==> src/rtl/npu_pkg.sv <==
// Shared NPU types and constants: pixel/address widths, fetch FSM states and
// the 3x3 window pixel indexing rule used by all window-producing stages.
package npu_pkg;
  localparam int PIX_W   = 8;
  localparam int ADDR_W  = 10;
  localparam int WIN_K   = 3;
  localparam int COORD_W = 5;
  localparam int WIN_W   = WIN_K * WIN_K * PIX_W;

  typedef enum logic [1:0] {IDLE, FETCH_A, FETCH_B, DRAIN} state_e;

  // Pixel (i,j) of a window lives at byte lane k = 3i + j.
  function automatic int win_idx(input int i, input int j);
    return WIN_K * i + j;
  endfunction
endpackage

==> src/rtl/conv_window_fetch_if.sv <==
// Bundle of the window fetcher's control, RAM read port and window stream.
// Window stream: a transfer happens on every clk edge where win_valid and win_ready are both 1;
// while win_valid=1 and win_ready=0 the window, win_row and win_col hold steady.
interface conv_window_fetch_if;
  logic                         start;
  logic                         busy;
  logic                         done;
  logic [npu_pkg::ADDR_W-1:0]   rd_addr1;
  logic [npu_pkg::ADDR_W-1:0]   rd_addr2;
  logic [npu_pkg::PIX_W-1:0]    rd_data1;
  logic [npu_pkg::PIX_W-1:0]    rd_data2;
  logic [npu_pkg::WIN_W-1:0]    win_data;
  logic [npu_pkg::COORD_W-1:0]  win_row;
  logic [npu_pkg::COORD_W-1:0]  win_col;
  logic                         win_valid;
  logic                         win_ready;
  npu_pkg::state_e              dbg_state;

  modport master (
    input  start, rd_data1, rd_data2, win_ready,
    output busy, done, rd_addr1, rd_addr2, win_data, win_row, win_col, win_valid, dbg_state
  );

  modport slave (
    output start, rd_data1, rd_data2, win_ready,
    input  busy, done, rd_addr1, rd_addr2, win_data, win_row, win_col, win_valid, dbg_state
  );
endinterface

==> src/rtl/conv_window_reg.sv <==
// KxK shifting column register: on shift, columns move left by one and the new
// column enters on the right. Row i of col_i is the top-to-bottom pixel order.
module conv_window_reg
  import npu_pkg::*;
(
  input  logic                        clk,
  input  logic                        rst_n,
  input  logic                        shift_en_i,
  input  logic [WIN_K-1:0][PIX_W-1:0] col_i,
  output logic [WIN_W-1:0]            win_o
);
  // [i][j] packing places pixel (i,j) at lane 3i+j of the flat output.
  logic [WIN_K-1:0][WIN_K-1:0][PIX_W-1:0] win_q, win_d;

  always_comb begin
    win_d = win_q;
    if (shift_en_i) begin
      for (int i = 0; i < WIN_K; i++) begin
        for (int j = 0; j < WIN_K - 1; j++) begin
          win_d[i][j] = win_q[i][j+1];
        end
        win_d[i][WIN_K-1] = col_i[i];
      end
    end
  end

  always_ff @(posedge clk or negedge rst_n) begin
    if (!rst_n) win_q <= '0;
    else        win_q <= win_d;
  end

  assign win_o = win_q;
endmodule

==> src/rtl/conv_window_fetch.sv <==
// Scans a ROWSxCOLS image RAM through two read ports and streams every 3x3
// window (stride 1, no padding) in raster order over a valid/ready handshake.
module conv_window_fetch
  import npu_pkg::*;
#(
  parameter int ROWS = 28,
  parameter int COLS = 28
) (
  input logic                  clk,
  input logic                  rst,
  conv_window_fetch_if.master  bus
);
  localparam logic [ADDR_W-1:0]  COLS_A  = ADDR_W'(COLS);
  localparam logic [ADDR_W-1:0]  COLS2_A = ADDR_W'(2 * COLS);
  localparam logic [COORD_W-1:0] C_LAST  = COORD_W'(COLS - 1);
  localparam logic [COORD_W-1:0] R_LAST  = COORD_W'(ROWS - 3);

  state_e               state_q, state_d;
  logic [COORD_W-1:0]   r_q, r_d, c_q, c_d;
  logic [ADDR_W-1:0]    base_q, base_d;
  logic [PIX_W-1:0]     t0_q, t0_d, t1_q, t1_d;
  logic                 win_valid_q, win_valid_d;
  logic [COORD_W-1:0]   win_row_q, win_row_d, win_col_q, win_col_d;
  logic                 busy_q, busy_d, done_q, done_d;
  logic                 shift_en;
  logic [ADDR_W-1:0]    addr1, addr2, c_ext;
  logic [WIN_K-1:0][PIX_W-1:0] new_col;

  assign c_ext   = {{(ADDR_W-COORD_W){1'b0}}, c_q};
  assign new_col = {bus.rd_data1, t1_q, t0_q};

  always_comb begin
    state_d     = state_q;
    r_d         = r_q;
    c_d         = c_q;
    base_d      = base_q;
    t0_d        = t0_q;
    t1_d        = t1_q;
    win_valid_d = win_valid_q;
    win_row_d   = win_row_q;
    win_col_d   = win_col_q;
    busy_d      = busy_q;
    done_d      = 1'b0;
    shift_en    = 1'b0;
    addr1       = '0;
    addr2       = '0;
    unique case (state_q)
      IDLE: begin
        if (bus.start) begin
          state_d = FETCH_A;
          busy_d  = 1'b1;
          r_d     = '0;
          c_d     = '0;
          base_d  = '0;
        end
      end
      FETCH_A: begin
        addr1 = base_q + c_ext;
        addr2 = base_q + COLS_A + c_ext;
        t0_d  = bus.rd_data1;
        t1_d  = bus.rd_data2;
        if (win_valid_q && bus.win_ready) win_valid_d = 1'b0;
        state_d = FETCH_B;
      end
      FETCH_B: begin
        addr1 = base_q + COLS2_A + c_ext;
        addr2 = base_q + COLS_A + c_ext;
        // A pending window blocks the shift; the next column waits on the bus.
        if (!(win_valid_q && !bus.win_ready)) begin
          shift_en = 1'b1;
          if (c_q >= COORD_W'(2)) begin
            win_valid_d = 1'b1;
            win_row_d   = r_q;
            win_col_d   = c_q - COORD_W'(2);
          end else begin
            win_valid_d = 1'b0;
          end
          if (c_q < C_LAST) begin
            c_d     = c_q + COORD_W'(1);
            state_d = FETCH_A;
          end else if (r_q < R_LAST) begin
            c_d     = '0;
            r_d     = r_q + COORD_W'(1);
            base_d  = base_q + COLS_A;
            state_d = FETCH_A;
          end else begin
            state_d = DRAIN;
          end
        end
      end
      DRAIN: begin
        if (bus.win_ready) begin
          win_valid_d = 1'b0;
          done_d      = 1'b1;
          busy_d      = 1'b0;
          state_d     = IDLE;
        end
      end
      default: state_d = IDLE;
    endcase
  end

  always_ff @(posedge clk or negedge rst) begin
    if (!rst) begin
      state_q     <= IDLE;
      r_q         <= '0;
      c_q         <= '0;
      base_q      <= '0;
      t0_q        <= '0;
      t1_q        <= '0;
      win_valid_q <= 1'b0;
      win_row_q   <= '0;
      win_col_q   <= '0;
      busy_q      <= 1'b0;
      done_q      <= 1'b0;
    end else begin
      state_q     <= state_d;
      r_q         <= r_d;
      c_q         <= c_d;
      base_q      <= base_d;
      t0_q        <= t0_d;
      t1_q        <= t1_d;
      win_valid_q <= win_valid_d;
      win_row_q   <= win_row_d;
      win_col_q   <= win_col_d;
      busy_q      <= busy_d;
      done_q      <= done_d;
    end
  end

  conv_window_reg u_win (
    .clk        (clk),
    .rst_n      (rst),
    .shift_en_i (shift_en),
    .col_i      (new_col),
    .win_o      (bus.win_data)
  );

  assign bus.rd_addr1  = addr1;
  assign bus.rd_addr2  = addr2;
  assign bus.win_row   = win_row_q;
  assign bus.win_col   = win_col_q;
  assign bus.win_valid = win_valid_q;
  assign bus.busy      = busy_q;
  assign bus.done      = done_q;
  assign bus.dbg_state = state_q;
endmodule
==> src/flat_wrapper.sv <==
// flat-port wrapper written by rule: the top's interface ports become plain ports
module conv_window_fetch_flat import npu_pkg::*;
#(
  parameter int ROWS = 28,
  parameter int COLS = 28
)
  (clk, rst, bus_start, bus_rd_data1, bus_rd_data2, bus_win_ready, bus_busy, bus_done, bus_rd_addr1, bus_rd_addr2, bus_win_data, bus_win_row, bus_win_col, bus_win_valid, bus_dbg_state);
  conv_window_fetch_if bus_i ();
  input logic clk;
  input logic rst;
  input wire logic [$bits(bus_i.start)-1:0] bus_start;
  input wire logic [$bits(bus_i.rd_data1)-1:0] bus_rd_data1;
  input wire logic [$bits(bus_i.rd_data2)-1:0] bus_rd_data2;
  input wire logic [$bits(bus_i.win_ready)-1:0] bus_win_ready;
  output wire logic [$bits(bus_i.busy)-1:0] bus_busy;
  output wire logic [$bits(bus_i.done)-1:0] bus_done;
  output wire logic [$bits(bus_i.rd_addr1)-1:0] bus_rd_addr1;
  output wire logic [$bits(bus_i.rd_addr2)-1:0] bus_rd_addr2;
  output wire logic [$bits(bus_i.win_data)-1:0] bus_win_data;
  output wire logic [$bits(bus_i.win_row)-1:0] bus_win_row;
  output wire logic [$bits(bus_i.win_col)-1:0] bus_win_col;
  output wire logic [$bits(bus_i.win_valid)-1:0] bus_win_valid;
  output wire logic [$bits(bus_i.dbg_state)-1:0] bus_dbg_state;
  assign bus_i.start = bus_start;
  assign bus_i.rd_data1 = bus_rd_data1;
  assign bus_i.rd_data2 = bus_rd_data2;
  assign bus_i.win_ready = bus_win_ready;
  assign bus_busy = bus_i.busy;
  assign bus_done = bus_i.done;
  assign bus_rd_addr1 = bus_i.rd_addr1;
  assign bus_rd_addr2 = bus_i.rd_addr2;
  assign bus_win_data = bus_i.win_data;
  assign bus_win_row = bus_i.win_row;
  assign bus_win_col = bus_i.win_col;
  assign bus_win_valid = bus_i.win_valid;
  assign bus_dbg_state = bus_i.dbg_state;
  conv_window_fetch #(.ROWS(ROWS), .COLS(COLS)) u_core (.clk(clk), .rst(rst), .bus(bus_i));
endmodule
==> config.mk <==
export PLATFORM = sky130hd
export DESIGN_NAME = conv_window_fetch_flat
export DESIGN_NICKNAME = d
export VERILOG_FILES = /design/src/rtl/npu_pkg.sv /design/src/rtl/conv_window_fetch_if.sv /design/src/rtl/conv_window_reg.sv /design/src/rtl/conv_window_fetch.sv /design/src/flat_wrapper.sv
export SDC_FILE = /design/constraint.sdc
export NUM_CORES = 1
export LEC_CHECK = 0
export BUFFER_PORTS_ARGS = -buffer_cell sky130_fd_sc_hd__buf_4
export CAP_MARGIN = 10
export CORE_MARGIN = 4
export CORE_UTILIZATION = 55
export DETAILED_ROUTE_END_ITERATION = 16
export GPL_TIMING_DRIVEN = 1
export PLACE_DENSITY = 0.81
export SLEW_MARGIN = 20
export SYNTH_ARGS = -nofsm -noshare
export SYNTH_HDL_FRONTEND = slang
export SYNTH_SLANG_ARGS = --single-unit
==> constraint.sdc <==
create_clock -name clk -period 3.02 [get_ports clk]
set_input_delay 0.302 -clock clk [delete_from_list [all_inputs] [get_ports clk]]
set_output_delay 0.302 -clock clk [all_outputs]
set_load 0.02 [all_outputs]
Word-level counts from Yosys, hierarchy flattened
Index checks and enable logic that the tools add are counted.
{ "classes": {"add_sub_neg": 8, "reduce_logical": 14, "bitwise": 1, "eq_ne": 10, "order_cmp": 3, "muxes": 33} }
{ "ops": {"columns": ["operator", "n"], "rows": [
  ["$mux W10", 5],
  ["$pmux W10 S2", 2],
  ["$mux W5", 7],
  ["$add A10 B5 Y10", 3],
  ["$pmux W5 S2", 2],
  ["$add A10 B5 Y10 const B", 1],
  ["$add A10 B6 Y10 const B", 1],
  ["$add A5 B1 Y5 const B", 2],
  ["$lt A5 B5 Y1 const B", 2],
  ["$mux W2", 5],
  ["$mux W1", 9],
  ["$reduce_and A3 Y1", 3],
  ["$ne A2 B2 Y1 const B", 4],
  ["$pmux W2 S4", 1],
  ["$reduce_and A4 Y1", 2],
  ["$ge A5 B2 Y1 const B", 1],
  ["$reduce_and A5 Y1", 1],
  ["$sub A5 B2 Y5 const B", 1],
  ["$eq A2 B2 Y1 const B", 2],
  ["$ne A2 B1 Y1 const B", 2],
  ["$reduce_bool A2 Y1", 2],
  ["$ne A3 B1 Y1 const B", 1],
  ["$pmux W1 S3", 1],
  ["$reduce_bool A3 Y1", 1],
  ["other kinds (7)", 8]
]} }
{ "totals": {"output_inout_bits": 107, "ff_bits": 123, "inputBits": 20} }

Depth between registers and ports, before layout
{ "depth": {"word_depth": 5, "ltp_mapped": 10} }

Modules after synthesis
Synthesis repeated with hierarchy kept, for this count alone.
{ "hier_totals": {"hier_cells": 499, "area_unflattened_um2": 6298.5} }
{ "by_module_without_submodules": {"columns": ["mod", "cells_each", "area_per_inst_um2", "seq_area_each_um2", "instances"], "rows": [
  ["conv_window_fetch", 347, 3271.9, 1226.2, 1],
  ["conv_window_reg", 152, 3026.7, 1801.7, 1]
]} }

Least setup slack after synthesis
No wires, ideal clock.
{ "synth_timing": {"kind": "flip-flop to output port", "startpoint": "register u_core.c_q[3]", "endpoint": "output port bus_rd_addr1[9]", "setup_slack_ns": 0.048, "path_stages_with_launch": 11, "n_path_buf": 1, "t_arrival_ns": 2.670, "cell_sequence": "dfrtp_1 -> buf_2 -> inv_1 -> ha_1 -> inv_1 -> ha_1 -> a21o_1 -> a21oi_1 -> o21ai_0 -> a2bb2oi_1 -> o311ai_0"} }
{ "synth_between": {"elab_chain_len": 2} }
{ "synth_lines": {"columns": ["item", "line_no", "text"], "rows": [
  ["start, declared", "conv_window_fetch.sv:19", "logic [COORD_W-1:0] r_q, r_d, c_q, c_d;"],
  ["start signal, assigned", "conv_window_fetch.sv:107", "c_q <= '0;"],
  ["start signal, assigned", "conv_window_fetch.sv:119", "c_q <= c_d;"],
  ["$add A10 B5 Y10, on equally long branches", "conv_window_fetch.sv:66, conv_window_fetch.sv:58", null],
  ["$pmux W10 S2 (*)", "conv_window_fetch.sv:47", "unique case (state_q)"],
  ["end, declared", "flat_wrapper.sv:17", "output wire logic [$bits(bus_i.rd_addr1)-1:0] bus_rd_addr1;"]
]} }
Every way passes the cells marked *; elsewhere a longest branch is shown, timed or not.

Worst setup path in the final report
{ "layout_timing": {"startpoint": "register u_core.base_q[4]", "endpoint": "output port bus_rd_addr1[8]"} }
{ "layout_between": {"elab_chain_len": 3} }
{ "layout_lines": {"columns": ["item", "line_no", "text"], "rows": [
  ["start, declared", "conv_window_fetch.sv:20", "logic [ADDR_W-1:0] base_q, base_d;"],
  ["start signal, assigned", "conv_window_fetch.sv:120", "base_q <= base_d;"],
  ["$add A10 B6 Y10", "conv_window_fetch.sv:66", "addr1 = base_q + COLS2_A + c_ext;"],
  ["$add A10 B5 Y10", "conv_window_fetch.sv:66", null],
  ["$pmux W10 S2 (*)", "conv_window_fetch.sv:47", null]
]} }
Marked as above.

==> flow_summary.toml <==
[synthesis]
ys_top_cells_by_area = "dfrtp_1, mux2_2, ha_1, xnor2_1, nand2_1"
synth_top_family_by_area = "multiplexers"
yosysSeqAreaShare_pct = 51.9
syn_inst = 480
synth.top_cell.area_share_pct = 51.9
ys_warn_count = 0
synth_flop_cell = "dfrtp_1"
ys_async_sr_fraction_pct = 100
synth_cell_type_count = 60
syn_nets = 526
synthMuxAreaShare_pct = 18.7
yosys.area_share.xor_xnor_pct = 3.30
synth_edf_count = 0
syn_area_per_cell_um2 = 12.2
synth_area_leader_cell = "dfrtp_1"
yosys.area_share.simple_pct = 7.76
synthAdderAreaFrac_pct = 5.70
synth_compound_area_share_pct = 8.74
syn_area_um2 = 5840
ys_seq_elements = 121

[global_routing]
grt_pass1_wl_mm = 23.0
top_usage_layer = "met2"
use_met3_pct = 5.62
grt_pass1_vias = 4506
grt_usage_pct = 22.9
grt_max_degree = 73
antenna_found_initial = 0
grt_overflow_total = 0
met1_usage_pct = 29.7
grt_use_met2_pct = 38.3

[detailed_routing]
drt_first_pass_iters = 4
drt_iter0_drc = 308
wl_per_cell_um = 18.3
drc = 0
via_per_inst = 5.61
postRouteAntennaNets = 0
vias = 4356
finalWirelength_mm = 14.2

[clock_tree]
cts_num_sinks = 121
cts-root-buf = "clkbuf_8"
clock_latency_ps = 510
cts_made_buffers = 17
htree_levels = 4
cts_tree = "yes"
clockBufferDepth = 2
clk_pin_slew_worst_paths_ps = 60

[die]
core_area_um2 = 10300
start_util_pct = 56.6
dieArea_um2 = 12300
die_h_um = 111
rows = 37
die_w_um = 111
io_pins = 127

[placement]
port_buffers = 126
dp_hpwl_mm = 9.29
routabilityCongestion = 0.872

[min_path]
worstHoldPathType = "input port to flop"

[final_layout]
seq_area_um2 = 3030
multi_input_area_um2 = 2730
fillerInstances = 623
antenna_cells = 0
drive_gt1_share_pct = 49.5
num-nets-final = 674
area_growth_pct = 34.0

[sta]
slew_violations = 0
tns_ps = 0
fmax_mhz = 336
holdWs_ps = 25.6
setup_viol_count_final = 0
worstMarginPinSlew_ps = 663
finalCriticalPeriod_ps = 2980
post-route-period-util_pct = 98.6
rsz0062_at_grt = "true"
hold_viol = 0
slew-limit-headroom_pct = 55.8
final.setup_skew_ps = 13.0

[power]
p_leak_nw = 3.68
irDropWorstVdd_uv = 844
p_int_w = 0.00586
p_sw_w = 0.00388
netSwitchingFraction_pct = 39.8
pwr-share-clk_pct = 21.7
power_density_nw_per_um2 = 1250
pwr-share-comb_pct = 48.4
pwr-share-seq_pct = 29.9

[setup_path]
startpoint_type = "flop"
cp_data_required_time_ps = 2720
worstPathArrival_ps = 2680
crit_path_max_fanout = 3
critical_path_class = "flop to output pin"
end_kind = "output pin"

[run]
maxCapViolations = 0

[run_status]
status = "finished, final reports clean"
## power by group through the flow
stage	registers, W	logic, W	clock network [W]
6_report	0.00291	0.00472	0.00212
5_1_grt	0.00302	0.00503	0.00223
4_1_cts	0.00291	0.00462	0.00215
3_5_place_dp	0.00292	0.00451	0
3_3_place_gp	0.00286	0.00439	0
2_1_floorplan	0.00348	0.00219	0
## per-layer routing
metal | up-vias | part of all wire [%]
li1 | 1989 | -
met1 | 2163 | 42
met2 | 173 | 49
met3 | 31 | 6.7
met4 | 0 | 2.1
met5 | - | 0
## path summary, 6_finish.rpt
kind                                          from                    end  slack (ps)  cells after the start
setup / recovery                  u_core.base_q[4]        bus_rd_addr1[8]          40                     10
hold / removal                     bus_rd_data2[2]         u_core.t1_q[2]          30                      2
setup reg to reg           u_core.bus.dbg_state[0]       u_core.base_q[9]         570                      7
hold reg to reg              u_core.bus.win_col[1]  u_core.bus.win_col[1]         500                      2
max in group asynchronous                      rst       u_core.base_q[2]        1820                      3
min in group asynchronous                      rst  u_core.u_win.win_o[1]         370                      2
## worst max-delay path, cell delays in order, from the launching register on
cell and delay [ps]:
dfrtp_2 370, inv_2 50, ha_4 280, inv_4 40, ha_4 270, a21o_1 180
a21oi_4 90, o21ba_4 200, a221o_1 300, a32o_2 250, buf_6 130
## cells in the mapped netlist (4+ instances only)
cell type,count
nor2_1,24
inv_1,25
xnor2_1,17
ha_1,25
a21o_1,6
nand3_1,9
o21ai_0,13
mux2_2,88
mux2_4,4
buf_2,13
a21oi_1,12
mux2i_1,4
nand2_1,29
xor2_1,5
dfrtp_1,121
o21ai_1,6
nor3_1,5
## stage by stage
stage	total power (W)	worst slack [ps]	cell area [um^2]	util [%]	std cells
2_1_floorplan	0.00568	48.0	5840	-	480
3_3_place_gp	0.00725	247	6950	67.3	732
3_5_place_dp	0.00744	128	6950	67.3	732
4_1_cts	0.00968	1.35	7680	74.4	771
5_1_grt	0.0103	-45.6	7830	75.8	777
6_report	0.00975	42.1	7830	75.8	777
## area by class of cell
cell class	count	share of cell area, %
Multi-Input combinational cell	309	34.9
Inverter	28	1.38
Clock inverter	15	2.59
Sequential cell	121	38.7
Clock buffer	17	5.29
Timing Repair Buffer	151	14.9
Tap cell	136	2.17
## registers in the layout, indices dropped and copies added, names as in the netlist
name and count:
u_core.bus.busy 1, u_core.bus.win_valid 1, u_core.bus.done 1, u_core.bus.win_col 5, u_core.c_q 5, u_core.base_q 8, u_core.t1_q 8, u_core.bus.dbg_state 2
u_core.t0_q 8, u_core.bus.win_row 5, u_core.r_q 5, u_core.u_win.win_o 72
## layout by cell type, fill, tap and decap left out, drive strengths merged, types with 4 or more instances in the layout
| cell | netlist | layout |
|---|---|---|
| o21ai | 19 | 19 |
| nand2 | 29 | 29 |
| buf | 20 | 150 |
| mux2i | 4 | 4 |
| a21oi | 12 | 12 |
| xnor2 | 17 | 17 |
| inv | 27 | 36 |
| nor2 | 24 | 24 |
| xor2 | 5 | 5 |
| dfrtp | 121 | 121 |
| nor3 | 6 | 6 |
| mux2 | 92 | 92 |
| a21o | 6 | 6 |
| clkbuf | 2 | 17 |
| ha | 25 | 25 |
| nand3 | 9 | 9 |
| nor3b | 4 | 4 |
## logic make-up after synthesis
logic type	count (synthesis)
AOI/OAI and AO/OA	73
xor gates and xnor gates	22
adders and majority gates	26
buffers and inverters	50
DFF	121
muxes	96
other	1
and+or+nand+nor	91
## what timing repair did
action / in CTS / in global routing
setup endpoints to repair: 9 / 9
gates resized for setup: 13 / 24
hold buffers: 1 / 0
buffers inserted: 6 / 6
pin swaps: 3 / 10
endpoints found under the hold margin: 53 / 0
(Power assumes the default switching activity.)
